## src/rtl/cmd_pkg.sv

```systemverilog
// Shared definitions for the command link: FSM states and the 6-byte packet layout.
// The controller-side command decoder imports the same packet constants.
package cmd_pkg;

  typedef enum logic [2:0] {
    ST_IDLE,
    ST_SEND,
    ST_GAP,
    ST_WAIT,
    ST_RESP
  } state_t;

  localparam int PKT_BYTES   = 6;
  localparam int POS_ADDR    = 0;
  localparam int POS_OP      = 1;
  localparam int POS_PAYLOAD = 2;

  // Byte at position pos of the packet: addr, opcode, then payload MSB first.
  function automatic logic [7:0] pkt_byte(input logic [7:0]  addr,
                                          input logic [7:0]  opcode,
                                          input logic [31:0] payload,
                                          input logic [2:0]  pos);
    case (pos)
      3'(POS_ADDR):        return addr;
      3'(POS_OP):          return opcode;
      3'(POS_PAYLOAD):     return payload[31:24];
      3'(POS_PAYLOAD + 1): return payload[23:16];
      3'(POS_PAYLOAD + 2): return payload[15:8];
      default:             return payload[7:0];
    endcase
  endfunction

endpackage

```

## src/rtl/cmd_timer.sv

```systemverilog
// Clearable saturating idle timer. o_expired flags the increment that would
// bring the count to TIMEOUT-1, so the owner can register its timeout pulse.
module cmd_timer #(
  parameter int TIMEOUT = 1000000
) (
  input  logic clk,
  input  logic rst,
  input  logic i_clear,
  input  logic i_inc,
  output logic o_expired
);

  localparam int TW = $clog2(TIMEOUT);
  localparam logic [TW-1:0] LAST    = TW'(TIMEOUT - 1);
  localparam logic [TW-1:0] PRE_END = TW'(TIMEOUT - 2);

  logic [TW-1:0] r_count;

  always_ff @(posedge clk) begin
    if (rst || i_clear) begin
      r_count <= '0;
    end else if (i_inc && (r_count != LAST)) begin
      r_count <= r_count + TW'(1);
    end
  end

  assign o_expired = i_inc && (r_count == PRE_END);

endmodule

```

## src/rtl/cmd_master.sv

```systemverilog
// Host-side command initiator: sends a 6-byte command packet over the UART
// byte/busy handshake, then forwards a fixed-length response with an idle timeout.
module cmd_master
  import cmd_pkg::*;
#(
  parameter int RESP_BYTES = 15,
  parameter int TIMEOUT    = 1000000
) (
  input  logic        clk,
  input  logic        rst,
  input  logic        start,
  input  logic [7:0]  addr,
  input  logic [7:0]  opcode,
  input  logic [31:0] payload,
  output logic        ready,
  output logic [7:0]  tx_data,
  output logic        tx_send,
  input  logic        tx_busy,
  input  logic [7:0]  rx_data,
  input  logic        rx_valid,
  output logic [7:0]  resp_data,
  output logic        resp_valid,
  output logic [7:0]  resp_idx,
  output logic        done,
  output logic        timeout
);

  state_t      r_state;
  logic [2:0]  r_ptr;
  logic [7:0]  r_count;
  logic [7:0]  r_addr;
  logic [7:0]  r_op;
  logic [31:0] r_payload;
  logic        r_ready;
  logic [7:0]  r_tx_data;
  logic        r_tx_send;
  logic [7:0]  r_resp_data;
  logic        r_resp_valid;
  logic [7:0]  r_resp_idx;
  logic        r_done;
  logic        r_timeout;

  logic w_timer_clear;
  logic w_timer_inc;
  logic w_expired;

  assign w_timer_clear = (r_state != ST_RESP) || rx_valid;
  assign w_timer_inc   = (r_state == ST_RESP) && !rx_valid;

  cmd_timer #(.TIMEOUT(TIMEOUT)) u_timer (
    .clk       (clk),
    .rst       (rst),
    .i_clear   (w_timer_clear),
    .i_inc     (w_timer_inc),
    .o_expired (w_expired)
  );

  // NOTE: the command capture registers carry no reset; they are always
  // written on an accepted start before anything reads them.
  always_ff @(posedge clk) begin
    if (r_state == ST_IDLE && start) begin
      r_addr    <= addr;
      r_op      <= opcode;
      r_payload <= payload;
    end
  end

  always_ff @(posedge clk) begin
    if (rst) begin
      r_state      <= ST_IDLE;
      r_ptr        <= '0;
      r_count      <= '0;
      r_ready      <= 1'b1;
      r_tx_data    <= '0;
      r_tx_send    <= 1'b0;
      r_resp_data  <= '0;
      r_resp_valid <= 1'b0;
      r_resp_idx   <= '0;
      r_done       <= 1'b0;
      r_timeout    <= 1'b0;
    end else begin
      r_tx_send    <= 1'b0;
      r_resp_valid <= 1'b0;
      r_done       <= 1'b0;
      r_timeout    <= 1'b0;
      case (r_state)
        ST_IDLE: if (start) begin
          r_ptr   <= '0;
          r_ready <= 1'b0;
          r_state <= ST_SEND;
        end
        ST_SEND: if (!tx_busy) begin
          r_tx_data <= pkt_byte(r_addr, r_op, r_payload, r_ptr);
          r_tx_send <= 1'b1;
          r_state   <= ST_GAP;
        end
        // One dead cycle lets the transmitter raise busy before it is sampled.
        ST_GAP: r_state <= ST_WAIT;
        ST_WAIT: if (!tx_busy) begin
          if (r_ptr == 3'(PKT_BYTES - 1)) begin
            r_count <= '0;
            r_state <= ST_RESP;
          end else begin
            r_ptr   <= r_ptr + 3'd1;
            r_state <= ST_SEND;
          end
        end
        ST_RESP: begin
          if (rx_valid) begin
            r_resp_data  <= rx_data;
            r_resp_idx   <= r_count;
            r_resp_valid <= 1'b1;
            r_count      <= r_count + 8'd1;
            if (r_count == 8'(RESP_BYTES - 1)) begin
              r_done  <= 1'b1;
              r_ready <= 1'b1;
              r_state <= ST_IDLE;
            end
          end else if (w_expired) begin
            r_timeout <= 1'b1;
            r_ready   <= 1'b1;
            r_state   <= ST_IDLE;
          end
        end
        default: begin
          r_ready <= 1'b1;
          r_state <= ST_IDLE;
        end
      endcase
    end
  end

  assign ready      = r_ready;
  assign tx_data    = r_tx_data;
  assign tx_send    = r_tx_send;
  assign resp_data  = r_resp_data;
  assign resp_valid = r_resp_valid;
  assign resp_idx   = r_resp_idx;
  assign done       = r_done;
  assign timeout    = r_timeout;

endmodule

```

## config.mk

```make
export PLATFORM = sky130hd
export DESIGN_NAME = cmd_master
export DESIGN_NICKNAME = d
export VERILOG_FILES = /design/src/rtl/cmd_pkg.sv /design/src/rtl/cmd_timer.sv /design/src/rtl/cmd_master.sv
export SDC_FILE = /design/constraint.sdc
export NUM_CORES = 1
export LEC_CHECK = 0
export CORE_MARGIN = 2
export CORE_UTILIZATION = 55
export CTS_CLUSTER_DIAMETER = 120
export DETAILED_ROUTE_END_ITERATION = 8
export GPL_TIMING_DRIVEN = 0
export PLACE_DENSITY = 0.85
export SETUP_SLACK_MARGIN = 0.1
export SLEW_MARGIN = 20
export SYNTH_ARGS = -nofsm -noshare
export SYNTH_HDL_FRONTEND = slang
export SYNTH_SLANG_ARGS = --single-unit
```

## constraint.sdc

```tcl
create_clock -name clk -period 6.8 [get_ports clk]
set_input_delay 1.36 -clock clk [delete_from_list [all_inputs] [get_ports clk]]
set_output_delay 1.36 -clock clk [all_outputs]
set_load 0.005 [all_outputs]
```

==> results.json, run 1 <==
{
  "status": "finished, final reports clean",
  "initial_utilization": 0.570,
  "grt_use_total": 0.238,
  "path_class": "primary input to register",
  "root_buffer": "clkbuf_8",
  "numCtsBuffers": 9,
  "max_stage_delay_ns": 0.51,
  "post-route-period-util": 0.454,
  "post_cts_resize_count": 0,
  "syn-num-nets": 476,
  "final-hold-violation-count": 0,
  "tns_ns": 0,
  "clkLatencyLatePin_ns": 0.38,
  "p_per_area_mw_per_mm2": 218,
  "coreArea_mm2": 0.00773,
  "tightest_slew_ns": 0.870,
  "syn_area_mm2": 0.00440,
  "regArea_mm2": 0.00270,
  "first_pass_iters": 6,
  "crit_slowest_cell": "or4b_1",
  "fp-row-count": 32,
  "setup_violations": 0,
  "min_path_type": "register to register",
  "drive_gt1_frac": 0.0547,
  "antenna_left": 0,
  "num_vias": 3462,
  "p_leak_nw": 1.89,
  "clock_skew_ns": 0.0108,
  "pin_count": 90,
  "drcViolationCount": 0,
  "grt_max_degree": 26,
  "start_kind": "primary input",
  "synthTopCellsByCount": "63 x dfxtp_1, 53 x nor2_1, 48 x edfxtp_1",
  "hpwl_um": 7090,
  "first_iter_violations": 246,
  "cts.htree.levels": 3,
  "synth_cell_type_count": 44,
  "arrival_ns": 3.40,
  "areaGrowthSynthToFinish_pct": 28.5,
  "yosysSeqAreaShare": 0.614,
  "nFillCells": 520,
  "cts_tree": "yes",
  "multi_input_area_mm2": 0.00158,
  "hold_buffers": 0,
  "cts_buffer_depth": 2,
  "overflow": 0,
  "clock-sinks": 111,
  "hold_path_depth": 2,
  "clock.fmax_mhz": 324,
  "path_cells": "clkdlybuf4s50_1, or4b_1, buf_6, nor3_4, nand3_1, or3_1, a21oi_1",
  "numPortBuffers": 89,
  "grt_pass1_wl_um": 16300,
  "vias_per_cell": 5.64,
  "synth_most_common_cell": "dfxtp_1",
  "reg2regPathDepth": 7,
  "dp.cells": 598,
  "critPathRequiredTime_ns": 7.12,
  "rsz0062_at_grt": "no",
  "nets": 577,
  "grt_pass1_vias": 3508,
  "synth_top_area_cell": "edfxtp_1",
  "avgSynthCellArea_um2": 10.8,
  "die-area_mm2": 0.00873,
  "finalWirelength_um": 9870,
  "diodes": 0,
  "place.gp.congestion": 0.808,
  "ys_seq_elements": 111,
  "clk_pin_slew_worst_paths_ns": 0.10,
  "route.detailed.wl_per_inst_um": 16.1,
  "die_h_um": 93.5,
  "finalPower_mw": 1.23,
  "synth_area_leaders": "edfxtp_1 33%, dfxtp_1 29%, nor2_1 4.5%",
  "final_core_util": 0.732,
  "synth_warnings": 0,
  "slew_viol_final": 0,
  "synth_flop_cell": "dfxtp_1",
  "worst_setup_path_end_kind": "register",
  "syn_inst": 406,
  "antenna_found_initial": 0,
  "slew_headroom": 0.416,
  "async_flop_share": 0,
  "cts_setup_buffers": 0,
  "path_max_fanout": 8,
  "dieWidth_um": 93.5,
  "irDropWorstVdd_mv": 0.120,
  "synth.top_cell.area_share": 0.327,
  "final_cells": 614,
  "period_needed_ns": 3.09,
  "synth_edf_count": 48,
  "cap_violations": 0
}
metrics by stage:
stage / setup WS (ns) / hold slack (ns) / instance area [µm²]
4_1_cts: 3.66 / 0.461 / 5650
2_1_floorplan: 2.91 / 0.452 / 4400
3_3_place_gp: 1.80 / 0.441 / 5420
5_1_grt: 3.61 / 0.489 / 5660
3_5_place_dp: 3.30 / 0.447 / 5460
6_report: 3.71 / 0.460 / 5660
path summary, 6_finish.rpt:
kind / from / to / slack (ns)
max: rx_valid / u_timer.r_count[13]$_SDFFE_PP0P_ / 3.71
min: resp_idx[3]$_SDFFE_PP0N_ / resp_idx[3]$_SDFFE_PP0N_ / 0.46
max reg2reg: r_ptr[2]$_SDFFE_PP0P_ / tx_data[5]$_SDFFE_PP0P_ / 4.20
min reg2reg: resp_idx[3]$_SDFFE_PP0N_ / resp_idx[3]$_SDFFE_PP0N_ / 0.46
where the power goes:
| group | leakage [nW] | switching, mW | internal (mW) |
|---|---|---|---|
| logic | 0.830 | 0.0445 | 0.0559 |
| clock network | 0.0950 | 0.233 | 0.159 |
| registers | 0.964 | 0.0109 | 0.728 |
| total | 1.89 | 0.288 | 0.943 |
metal layers:
layer / up-vias / share of wire / global-route usage
met5: - / 0 / 0
met4: 0 / 0.015 / 0.0821
met3: 17 / 0.063 / 0.0363
met2: 140 / 0.52 / 0.414
met1: 1638 / 0.40 / 0.303
li1: 1667 / - / -
cell usage in the layout (no fill, tap or decap), types with 2 or more instances in the layout:
cell             instances
nand3_1                 14
xnor2_1                  4
nor3_2                   2
nand4_1                 10
o21ai_0                  6
and2_1                   3
nor4_1                   5
clkdlybuf4s50_1         89
clkbuf_8                 9
mux2i_1                  3
a21oi_1                 32
o211ai_1                 2
and3_1                   4
nor2_1                  52
buf_6                    2
nand2_1                 43
dfxtp_1                 63
clkbuf_1                18
a222oi_1                 8
ha_1                     9
o31ai_1                  2
inv_6                    3
edfxtp_1                48
a211oi_1                 9
or3_1                    5
or2_2                    2
xor2_1                  16
a31oi_1                  2
a221oi_1                 7
nor3_1                   9
inv_1                    9
layout make-up:
type / count / area share
sequential: 111 / 0.478
timing repair buffer: 90 / 0.162
tap: 102 / 0.0226
multi-input combinational: 264 / 0.279
buffer: 22 / 0.0175
inverter: 9 / 0.00597
clock inverter: 6 / 0.00841
clock buffer: 10 / 0.0263
critical path, delay by kind of cell:
kind	cells	cell delay (ns)
and+or+nand+nor	4	1.26
buffers and inverters	2	0.65
AOI/OAI and AO/OA	1	0.14
cell families after synthesis:
kind of cell / share of synthesized area
AO/OA/AOI/OAI: 0.109
XOR/XNOR: 0.0398
adder cells (fa/ha/maj): 0.0256
buffers and inverters: 0.0301
flip-flops: 0.614
multiplexers: 0.00682
AND/OR/NAND/NOR: 0.174
flip-flops by register name, indices dropped and copies added (netlist names):
name             flops
r_addr               8
r_state              3
resp_valid           1
r_ptr                3
u_timer.r_count     20
resp_idx             8
r_count              8
r_payload           32
done                 1
resp_data            8
r_op                 8
ready                1
tx_data              8
timeout              1
tx_send              1
No activity file was read; power rests on OpenSTA's default activity.
==> run 2, diff against run 1 <==
--- a/config.mk
+++ b/config.mk
@@ -6,11 +6,11 @@
 export NUM_CORES = 1
 export LEC_CHECK = 0
 export CORE_MARGIN = 2
-export CORE_UTILIZATION = 55
+export CORE_UTILIZATION = 51
 export CTS_CLUSTER_DIAMETER = 120
 export DETAILED_ROUTE_END_ITERATION = 8
 export GPL_TIMING_DRIVEN = 0
-export PLACE_DENSITY = 0.85
+export PLACE_DENSITY = 0.79
 export SETUP_SLACK_MARGIN = 0.1
 export SLEW_MARGIN = 20
 export SYNTH_ARGS = -nofsm -noshare
==> constraint.sdc (replaced) <==
create_clock -name clk -period 3.1 [get_ports clk]
set_input_delay 0.62 -clock clk [delete_from_list [all_inputs] [get_ports clk]]
set_output_delay 0.62 -clock clk [all_outputs]
set_load 0.005 [all_outputs]
==> run 2 against run 1 <==
Utilization decreased by 5.2 points. Largest power group unchanged. Count of clock-buffer cells in the layout unchanged. Sequential share of layout area increased by 0.13 points. Power increased by 110%. Non-clock buffer count unchanged. Cell count increased by 0.49%. Combinational power increased by 120%. Die area increased by 7.5%.
==> results.json, run 2 (synthesis gave the netlist of run 1 again) <==
{
  "die-area_mm2": 0.00939,
  "start_kind": "register",
  "nets": 577,
  "r2r_slack_ns": 0.53,
  "reg2regPathDepth": 7,
  "regArea_mm2": 0.00270,
  "route.detailed.wl_per_inst_um": 15.2,
  "arrival_ns": 2.85,
  "first_iter_violations": 99,
  "first_pass_iters": 4,
  "status": "finished, final reports clean",
  "p_leak_nw": 1.88,
  "fp-row-count": 33,
  "initial_utilization": 0.530,
  "grt_use_total": 0.204,
  "cts.htree.levels": 3,
  "nFillCells": 646,
  "hold_buffers": 0,
  "final_cell_mix": "89 x clkdlybuf4s50_1, 63 x dfxtp_1, 52 x nor2_1",
  "die_h_um": 96.9,
  "areaGrowthSynthToFinish_pct": 28.2,
  "clock_skew_ns": 0.0131,
  "cts_buffer_depth": 2,
  "overflow": 0,
  "antenna_left": 0,
  "hpwl_um": 6890,
  "num_vias": 3408,
  "irDropWorstVdd_mv": 0.272,
  "cts_setup_buffers": 0,
  "p_per_area_mw_per_mm2": 467,
  "finalWirelength_um": 9370,
  "hold_path_depth": 2,
  "final-hold-violation-count": 0,
  "root_buffer": "clkbuf_8",
  "grt_pass1_vias": 3345,
  "cap_violations": 0,
  "biggestRegsByFlops": "r_payload: 32 flops, u_timer.r_count: 20 flops",
  "regMostFlops": "r_payload",
  "final_common_cell": "clkdlybuf4s50_1",
  "setup_violations": 0,
  "clkLatencyLatePin_ns": 0.37,
  "drive_gt1_frac": 0.0508,
  "tightest_slew_ns": 1.01,
  "path_class": "register to register",
  "finalPower_mw": 2.63,
  "numCtsBuffers": 9,
  "final_core_util": 0.680,
  "holdPathEnd": "resp_idx[5]$_SDFFE_PP0N_",
  "path_max_fanout": 10,
  "rsz0062_at_grt": "no",
  "multi_input_area_mm2": 0.00157,
  "post_cts_resize_count": 0,
  "grt_pass1_wl_um": 15600,
  "dieWidth_um": 96.9,
  "slew_headroom": 0.321,
  "place.gp.congestion": 0.849,
  "post-route-period-util": 0.830,
  "hold_slack_ns": 0.459,
  "cts_tree": "yes",
  "min_path_type": "register to register",
  "r2r_start": "r_ptr[2]$_SDFFE_PP0P_",
  "pin_count": 90,
  "coreArea_mm2": 0.00830,
  "vias_per_cell": 5.52,
  "critPathRequiredTime_ns": 3.38,
  "tns_ns": 0,
  "slew_viol_final": 0,
  "clock.fmax_mhz": 389,
  "diodes": 0,
  "worst_setup_path_end_kind": "register",
  "grt_max_degree": 28,
  "clk_pin_slew_worst_paths_ns": 0.11,
  "min_from": "resp_idx[5]$_SDFFE_PP0N_",
  "drcViolationCount": 0,
  "clock-sinks": 111,
  "period_needed_ns": 2.57,
  "numPortBuffers": 89,
  "r2r_end": "tx_data[5]$_SDFFE_PP0P_",
  "setup_ws_ns": 0.527,
  "antenna_found_initial": 0,
  "largest_reg_flops": 32,
  "dp_worst_setup_slack_ns": 0.298
}
[run 2: where the power goes]
| group | internal, mW | total (mW) | leakage (nW) | switching, mW |
|---|---|---|---|---|
| logic | 0.123 | 0.217 | 0.826 | 0.0949 |
| clock network | 0.317 | 0.796 | 0.0865 | 0.479 |
| registers | 1.60 | 1.62 | 0.964 | 0.0220 |
| total | 2.04 | 2.63 | 1.88 | 0.596 |
[run 2: layer usage]
layer | track usage | up-vias | wire [µm]
met3 | 0.0347 | 13 | 424
met5 | 0 | - | 0
li1 | - | 1673 | -
met2 | 0.356 | 103 | 4810
met1 | 0.255 | 1619 | 3990
met4 | 0.0715 | 0 | 147
[run 2: layout make-up]
| class | instances | share of cell area |
|---|---|---|
| clock buffer | 10 | 0.0244 |
| inverter | 9 | 0.00599 |
| tap | 105 | 0.0233 |
| multi-input combinational | 264 | 0.279 |
| timing repair buffer | 90 | 0.163 |
| buffer | 22 | 0.0175 |
| sequential | 111 | 0.479 |
| clock inverter | 6 | 0.00798 |
[run 2: how the worst max path moves through the flow]
stage	from	to	slack [ns]
6_report	r_ptr[2]$_SDFFE_PP0P_	tx_data[5]$_SDFFE_PP0P_	0.53
4_1_cts	r_ptr[2]$_SDFFE_PP0P_	tx_data[5]$_SDFFE_PP0P_	0.54
5_1_grt	r_ptr[2]$_SDFFE_PP0P_	tx_data[5]$_SDFFE_PP0P_	0.29
3_3_place_gp	start	r_payload[18]$_DFFE_PP_	-0.17
3_5_place_dp	tx_busy	tx_data[6]$_SDFFE_PP0P_	0.30
2_1_floorplan	start	r_addr[0]$_DFFE_PP_	0.75
[run 2: metrics by stage]
| step | instances | area [µm²] |
|---|---|---|
| 2_1_floorplan | 406 | 4400 |
| 3_3_place_gp | 600 | 5430 |
| 3_5_place_dp | 601 | 5460 |
| 4_1_cts | 617 | 5640 |
| 5_1_grt | 617 | 5640 |
| 6_report | 617 | 5640 |
[run 2: critical path, stage by stage, from the launching register on]
cell      delay [ns]
dfxtp_1         0.38
clkbuf_1        0.36
inv_1           0.10
ha_1            0.21
buf_1           0.24
nor3_1          0.74
a21oi_1         0.19
a211oi_1        0.28
